### config.mk
export PLATFORM = sky130hd
export DESIGN_NAME = wb_regfile_flat
export DESIGN_NICKNAME = d
export VERILOG_FILES = /design/src/rtl/wb_regfile_if.sv /design/src/rtl/wb_regfile.sv /design/src/flat_wrapper.sv
export SDC_FILE = /design/constraint.sdc
export NUM_CORES = 2
export LEC_CHECK = 0
export BUFFER_PORTS_ARGS = -buffer_cell sky130_fd_sc_hd__buf_4
export CAP_MARGIN = 20
export CORE_MARGIN = 1.5
export CORE_UTILIZATION = 40
export DETAILED_ROUTE_END_ITERATION = 7
export GPL_TIMING_DRIVEN = 0
export PLACE_DENSITY = 0.58
export SETUP_SLACK_MARGIN = 0.4
export SLEW_MARGIN = 20
export SYNTH_ARGS = -nofsm -noshare
export SYNTH_HDL_FRONTEND = slang
export SYNTH_SLANG_ARGS = --single-unit
export TNS_END_PERCENT = 20
### constraint.sdc
create_clock -name clk -period 3 [get_ports clk]
set_clock_uncertainty 0.1 [all_clocks]
set_input_delay 0.3 -clock clk [delete_from_list [all_inputs] [get_ports clk]]
set_output_delay 0.3 -clock clk [all_outputs]
set_load 0.005 [all_outputs]
### src/rtl/wb_regfile_if.sv
// Bus bundle between the MEM/WB pipeline register, the ID-stage readers and the write-back
// register file.
interface wb_regfile_if #(
    parameter int unsigned XLEN    = 32,
    parameter int unsigned REG_AW  = 5,
    parameter int unsigned RWSEL_W = 2,
    parameter int unsigned COMP_W  = 1,
    parameter int unsigned CNT_W   = 64
);
    logic               wb_valid;
    logic [XLEN-1:0]    pc4;
    logic [RWSEL_W-1:0] RWSel;
    logic [REG_AW-1:0]  RegWr;
    logic               RegWe;
    logic [COMP_W-1:0]  COMPOut;
    logic [XLEN-1:0]    ALUOut;
    logic [XLEN-1:0]    DRAMRd;
    logic [REG_AW-1:0]  rs1_addr;
    logic [REG_AW-1:0]  rs2_addr;
    logic [XLEN-1:0]    rs1_data;
    logic [XLEN-1:0]    rs2_data;
    logic               fwd_we;
    logic [REG_AW-1:0]  fwd_rd;
    logic [XLEN-1:0]    fwd_data;
    logic [CNT_W-1:0]   instret;
    logic [REG_AW-1:0]  dbg_addr;
    logic [XLEN-1:0]    dbg_data;

    modport slave (
        input  wb_valid, pc4, RWSel, RegWr, RegWe, COMPOut, ALUOut, DRAMRd,
        input  rs1_addr, rs2_addr, dbg_addr,
        output rs1_data, rs2_data, fwd_we, fwd_rd, fwd_data, instret, dbg_data
    );

    modport master (
        output wb_valid, pc4, RWSel, RegWr, RegWe, COMPOut, ALUOut, DRAMRd,
        output rs1_addr, rs2_addr, dbg_addr,
        input  rs1_data, rs2_data, fwd_we, fwd_rd, fwd_data, instret, dbg_data
    );
endinterface

### src/rtl/wb_regfile.sv
// Write-back stage: selects the result, commits it to x1..x31 with write-through read bypass,
// drives the WB forward bus and counts retired instructions.
module wb_regfile #(
    parameter int unsigned XLEN    = 32,
    parameter int unsigned REG_AW  = 5,
    parameter int unsigned RWSEL_W = 2,
    parameter int unsigned COMP_W  = 1,
    parameter int unsigned CNT_W   = 64
) (
    input  logic         clk,
    input  logic         rst,
    wb_regfile_if.slave  bus
);
    localparam int NREGS = 1 << REG_AW;

    logic [XLEN-1:0]  regs_q [1:NREGS-1];
    logic [CNT_W-1:0] instret_q;
    logic [XLEN-1:0]  wb_data;
    logic             commit;

    always_comb begin
        wb_data = '0;
        case (bus.RWSel)
            RWSEL_W'(0): wb_data = bus.ALUOut;
            RWSEL_W'(1): wb_data = bus.DRAMRd;
            RWSEL_W'(2): wb_data = bus.pc4;
            RWSEL_W'(3): wb_data = XLEN'(bus.COMPOut);
            default:     wb_data = '0;
        endcase
    end

    // Reset masks the commit so neither the bypass nor the hazard unit sees a dropped write.
    assign commit = bus.wb_valid & bus.RegWe & (bus.RegWr != '0) & ~rst;

    always_ff @(posedge clk) begin
        if (rst) begin
            for (int i = 1; i < NREGS; i++) begin
                regs_q[i] <= '0;
            end
        end else if (commit) begin
            regs_q[bus.RegWr] <= wb_data;
        end
    end

    always_ff @(posedge clk) begin
        if (rst) begin
            instret_q <= '0;
        end else if (bus.wb_valid) begin
            instret_q <= instret_q + CNT_W'(1);
        end
    end

    always_comb begin
        bus.rs1_data = '0;
        if (bus.rs1_addr != '0) begin
            bus.rs1_data = (commit && bus.rs1_addr == bus.RegWr) ? wb_data
                                                                 : regs_q[bus.rs1_addr];
        end
    end

    always_comb begin
        bus.rs2_data = '0;
        if (bus.rs2_addr != '0) begin
            bus.rs2_data = (commit && bus.rs2_addr == bus.RegWr) ? wb_data
                                                                 : regs_q[bus.rs2_addr];
        end
    end

    always_comb begin
        bus.dbg_data = '0;
        if (bus.dbg_addr != '0) begin
            bus.dbg_data = regs_q[bus.dbg_addr];
        end
    end

    assign bus.fwd_we   = commit;
    assign bus.fwd_rd   = bus.RegWr;
    assign bus.fwd_data = wb_data;
    assign bus.instret  = instret_q;
endmodule

### src/flat_wrapper.sv
// flat-port wrapper written by rule: the top's interface ports become plain ports
module wb_regfile_flat 
#(
    parameter int unsigned XLEN    = 32,
    parameter int unsigned REG_AW  = 5,
    parameter int unsigned RWSEL_W = 2,
    parameter int unsigned COMP_W  = 1,
    parameter int unsigned CNT_W   = 64
)
  (clk, rst, bus_wb_valid, bus_pc4, bus_RWSel, bus_RegWr, bus_RegWe, bus_COMPOut, bus_ALUOut, bus_DRAMRd, bus_rs1_addr, bus_rs2_addr, bus_dbg_addr, bus_rs1_data, bus_rs2_data, bus_fwd_we, bus_fwd_rd, bus_fwd_data, bus_instret, bus_dbg_data);
  wb_regfile_if #(.XLEN(XLEN), .REG_AW(REG_AW), .RWSEL_W(RWSEL_W), .COMP_W(COMP_W), .CNT_W(CNT_W)) bus_i ();
  input  logic clk;
  input  logic rst;
  input wire logic [$bits(bus_i.wb_valid)-1:0] bus_wb_valid;
  input wire logic [$bits(bus_i.pc4)-1:0] bus_pc4;
  input wire logic [$bits(bus_i.RWSel)-1:0] bus_RWSel;
  input wire logic [$bits(bus_i.RegWr)-1:0] bus_RegWr;
  input wire logic [$bits(bus_i.RegWe)-1:0] bus_RegWe;
  input wire logic [$bits(bus_i.COMPOut)-1:0] bus_COMPOut;
  input wire logic [$bits(bus_i.ALUOut)-1:0] bus_ALUOut;
  input wire logic [$bits(bus_i.DRAMRd)-1:0] bus_DRAMRd;
  input wire logic [$bits(bus_i.rs1_addr)-1:0] bus_rs1_addr;
  input wire logic [$bits(bus_i.rs2_addr)-1:0] bus_rs2_addr;
  input wire logic [$bits(bus_i.dbg_addr)-1:0] bus_dbg_addr;
  output wire logic [$bits(bus_i.rs1_data)-1:0] bus_rs1_data;
  output wire logic [$bits(bus_i.rs2_data)-1:0] bus_rs2_data;
  output wire logic [$bits(bus_i.fwd_we)-1:0] bus_fwd_we;
  output wire logic [$bits(bus_i.fwd_rd)-1:0] bus_fwd_rd;
  output wire logic [$bits(bus_i.fwd_data)-1:0] bus_fwd_data;
  output wire logic [$bits(bus_i.instret)-1:0] bus_instret;
  output wire logic [$bits(bus_i.dbg_data)-1:0] bus_dbg_data;
  assign bus_i.wb_valid = bus_wb_valid;
  assign bus_i.pc4 = bus_pc4;
  assign bus_i.RWSel = bus_RWSel;
  assign bus_i.RegWr = bus_RegWr;
  assign bus_i.RegWe = bus_RegWe;
  assign bus_i.COMPOut = bus_COMPOut;
  assign bus_i.ALUOut = bus_ALUOut;
  assign bus_i.DRAMRd = bus_DRAMRd;
  assign bus_i.rs1_addr = bus_rs1_addr;
  assign bus_i.rs2_addr = bus_rs2_addr;
  assign bus_i.dbg_addr = bus_dbg_addr;
  assign bus_rs1_data = bus_i.rs1_data;
  assign bus_rs2_data = bus_i.rs2_data;
  assign bus_fwd_we = bus_i.fwd_we;
  assign bus_fwd_rd = bus_i.fwd_rd;
  assign bus_fwd_data = bus_i.fwd_data;
  assign bus_instret = bus_i.instret;
  assign bus_dbg_data = bus_i.dbg_data;
  wb_regfile #(.XLEN(XLEN), .REG_AW(REG_AW), .RWSEL_W(RWSEL_W), .COMP_W(COMP_W), .CNT_W(CNT_W)) u_core (.clk(clk), .rst(rst), .bus(bus_i));
endmodule
==> flow_summary_export.csv <==
group,metric,value,unit
run_status,status,"finished, violations left",
run_status,violations,"setup timing",
worst_setup_path,worstPathArrival,2.88,ns
clocking,clock-root-buffer,"clkbuf_16",
power,power.switching,13630,uW
timing,setup_ws,-0.2784,ns
power,p_int,30390,uW
place,place_congestion,1.047,
global_routing,use_met1,0.5108,
route,dr.pass1.iters,8,
logic_synthesis,synth.distinct_cells,55,
power,power_density,539.6,nW/um^2
route,ant_nets,0,
worst_setup_path,r2r-start,"u_core.bus.instret[0]$_SDFFE_PP0P_",
timing,min_period_over_period,1.093,
die,die_w,406.5,um
die,start_util,0.4042,
route,wl_per_cell,43.00,um
global_routing,grt_overflow,0,
job,maxCapViolCount,0,
timing,whs,0.007198,ns
finish,area_growth,25.25,%
worst_setup_path,cp_cell_sequence,"mux4_2, mux4_2, inv_1, o21ai_2, buf_4",
global_routing,grt_pass1_vias,53230,
worst_setup_path,cp-endpoint,"bus_dbg_data[15]",
worst_setup_path,cp.required,2.60,ns
finish,final_cells,8141,
timing,rsz0062_at_grt,"yes",
clocking,clock-sinks,1088,
logic_synthesis,yosys-top-cells-count,"nor2_1 (1125), edfxtp_1 (1024), mux2i_1 (703)",
global_routing,grt_busiest_layer,"met2",
global_routing,globalRouteMet3Util,0.1658,
route,num_vias,56640,
logic_synthesis,avgSynthCellArea,12.39,um^2
timing,min_period,3.278,ns
timing,slew_viol_final,0,
place,dp_hpwl,248400,um
logic_synthesis,yosysTopAreaCellShare,0.4722,
timing,hold_viol_final,0,
die,chipHeight,406.5,um
worst_setup_path,critical_path_class,"flop to output pin",
global_routing,grt_max_degree,33,
global_routing,antenna_found_initial,12,
clocking,cts_made_buffers,134,
logic_synthesis,synth_top_family_by_area,"multiplexers",
die,row_count,147,
route,drtIter0Drc,10650,
clocking,path_clk_slew,0.06,ns
logic_synthesis,yosysSeqAreaShare,0.4918,
worst_setup_path,worst_path_max_delay_cell,"mux4_2",
place,numPortBuffers,307,
worst_setup_path,max_stage_delay,0.59,ns
place,placed_cells,7780,
logic_synthesis,synth_mux_area_frac,0.2908,
logic_synthesis,synth_compound_area_frac,0.05821,
power,p_leak,0.03020,uW
logic_synthesis,netlist_area,65120,um^2
power,switching_share,0.3096,
worst_setup_path,end_kind,"output pin",
worst_setup_path,cpMostUsedCell,"mux4_2",
global_routing,grt_pass1_wl,459000,um
worst_setup_path,timing.rr.end,"u_core.bus.instret[22]$_SDFFE_PP0P_",
worst_setup_path,crit_start,"u_core.regs_q[0][15]$_DFFE_PP_",
logic_synthesis,synth_edf_count,1024,
timing,tightest_slew,1.304,ns
timing,setup_viol,72,
clocking,clock_latency,0.82,ns
die,num_io_pins,321,
logic_synthesis,ys.warnings.count,0,
clocking,cts.path.max_buffers,3,
logic_synthesis,ys_dominant_reg_cell,"edfxtp_1",
route,wl,350100,um
logic_synthesis,synthArstFlopShare,0,
worst_setup_path,r2r_setup_slack,0.51,ns
logic_synthesis,syn_inst,5257,
worst_setup_path,cp-start-kind,"flop",
logic_synthesis,synth.area.top_cells,"edfxtp_1 (47%), mux4_2 (18%), mux2i_1 (11%)",
global_routing,grt_use_total,0.4170,
power,vdd_drop_max,0.6830,mV
power,combPwrFrac,0.211,
die,core_area,161100,um^2
logic_synthesis,synthAdderAreaFrac,0.0001921,
route,via_per_inst,6.957,
power,pwr-share-clk,0.380,
clocking,cts_max_level,4,
min_path,hp-class,"primary input to flop",
logic_synthesis,yosysMostFrequentCell,"nor2_1",
global_routing,grtUsageMet2,0.5770,
worst_setup_path,cp_max_fo,2,
logic_synthesis,synth-seq-cells,1088,
logic_synthesis,synthSimpleGateAreaFrac,0.1110,
worst_setup_path,reg2reg_depth,7,
die,dieArea,165200,um^2
logic_synthesis,synth_xor_area_frac,0.008473,
timing,fmax,305.0,MHz
power,sequentialPowerShare,0.410,
finish,nets,5997,
finish,drive_gt1_frac,0.3363,
timing,tns,-8.422,ns
logic_synthesis,yosysTopAreaCell,"edfxtp_1",
route,drc,0,
clocking,cts_tree,"built",
timing,relSlewSlack,0.1309,
-- layer usage --
metal,vias to the layer above,part of all wire
li1,21300,-
met1,28450,0.34
met2,5574,0.40
met3,1307,0.15
met4,5,0.10
met5,-,0.00032
-- sequential cells by signal, indices dropped and copies added, names as in the netlist --
name / cells
u_core.bus.instret: 64
u_core.regs_q: 1024
-- cell usage in the layout, fill, tap and decap left out, drive strengths merged, types with 11 or more instances in the layout --
| cell type | n |
|---|---|
| or3 | 14 |
| dfxtp | 64 |
| nand2b | 75 |
| edfxtp | 1024 |
| dlygate4sd3 | 42 |
| o21ai | 79 |
| nand3 | 271 |
| nor3 | 11 |
| nor2 | 1126 |
| nand4 | 28 |
| nand2 | 97 |
| mux2i | 703 |
| a22oi | 321 |
| conb | 32 |
| nor2b | 18 |
| clkbuf | 536 |
| mux4 | 512 |
| bufinv | 12 |
| a21oi | 42 |
| mux2 | 33 |
| xor2 | 55 |
| clkinv | 40 |
| buf | 586 |
| a211oi | 91 |
| inv | 80 |
-- worst min path at each step --
| stage | start | to | slack (ns) | cells past startpoint |
|---|---|---|---|---|
| after detailed placement | u_core.bus.instret[20]$_SDFFE_PP0P_ | u_core.bus.instret[20]$_SDFFE_PP0P_ | 0.41 | 2 |
| after global routing | bus_pc4[21] | u_core.regs_q[0][21]$_DFFE_PP_ | 0.03 | 4 |
| final | bus_pc4[21] | u_core.regs_q[0][21]$_DFFE_PP_ | 0.007 | 4 |
| after CTS | bus_DRAMRd[0] | u_core.regs_q[4][0]$_SDFFCE_PN0P_ | 0.003 | 4 |
| after floorplan | rst | u_core.bus.instret[63]$_SDFFE_PP0P_ | 0.38 | 2 |
| after global placement | u_core.bus.instret[20]$_SDFFE_PP0P_ | u_core.bus.instret[20]$_SDFFE_PP0P_ | 0.39 | 2 |
-- power groups by stage --
stage	Clock [uW]	Combinational (uW)	Sequential [uW]
2_1_floorplan	0	3970	18100
3_3_place_gp	0	7430	18300
3_5_place_dp	0	7570	18300
4_1_cts	16500	8680	18000
5_1_grt	17100	9210	18100
6_report	16700	9270	18000
-- metrics by stage --
step	power [uW]	cell area, um^2	setup slack (ns)	util
after global placement	25740	70250	-2.830	0.4360
after detailed placement	25870	71130	-1.895	0.4415
after floorplan	22030	65240	0.4149	-
after global routing	44360	81550	-0.2657	0.5061
after CTS	43190	80940	-0.2451	0.5024
final	44010	81570	-0.2784	0.5063
-- critical path, delay by kind of cell (launching register included) --
family                 cells  cell delay, ns
multiplexers               2            1.09
flip-flops                 1            0.47
buffers and inverters      2            0.33
AO/OA/AOI/OAI              1            0.17
-- cells by family after synthesis --
kind of cell,after synthesis
compound gates,545
flops,1088
fa+ha+maj,1
buf+inv,626
simple gates,1685
other cells,1
xor+xnor,63
mux,1248
-- final cells by class --
cell class                      instances  area (um^2)
Antenna cell                           10        25.02
Fill cell                           14210        79550
Inverter                               73        297.8
Timing Repair Buffer                  448         3919
Multi-Input combinational cell       3575        34060
Clock inverter                         67        775.7
Buffer                                553         4210
Clock buffer                          167         3541
Sequential cell                      1088        32040
Tap cell                             2160         2703
-- what timing repair did --
item | in CTS | in global routing
setup endpoints to repair | 542 | 151
setup buffers | 61 | 13
endpoints found under the hold margin | 70 | 0
cloned | 1 | 0
gates resized for setup | 1220 | 178
pin swaps | 157 | 86
hold buffers | 42 | 0
(Power assumes the default switching activity.)
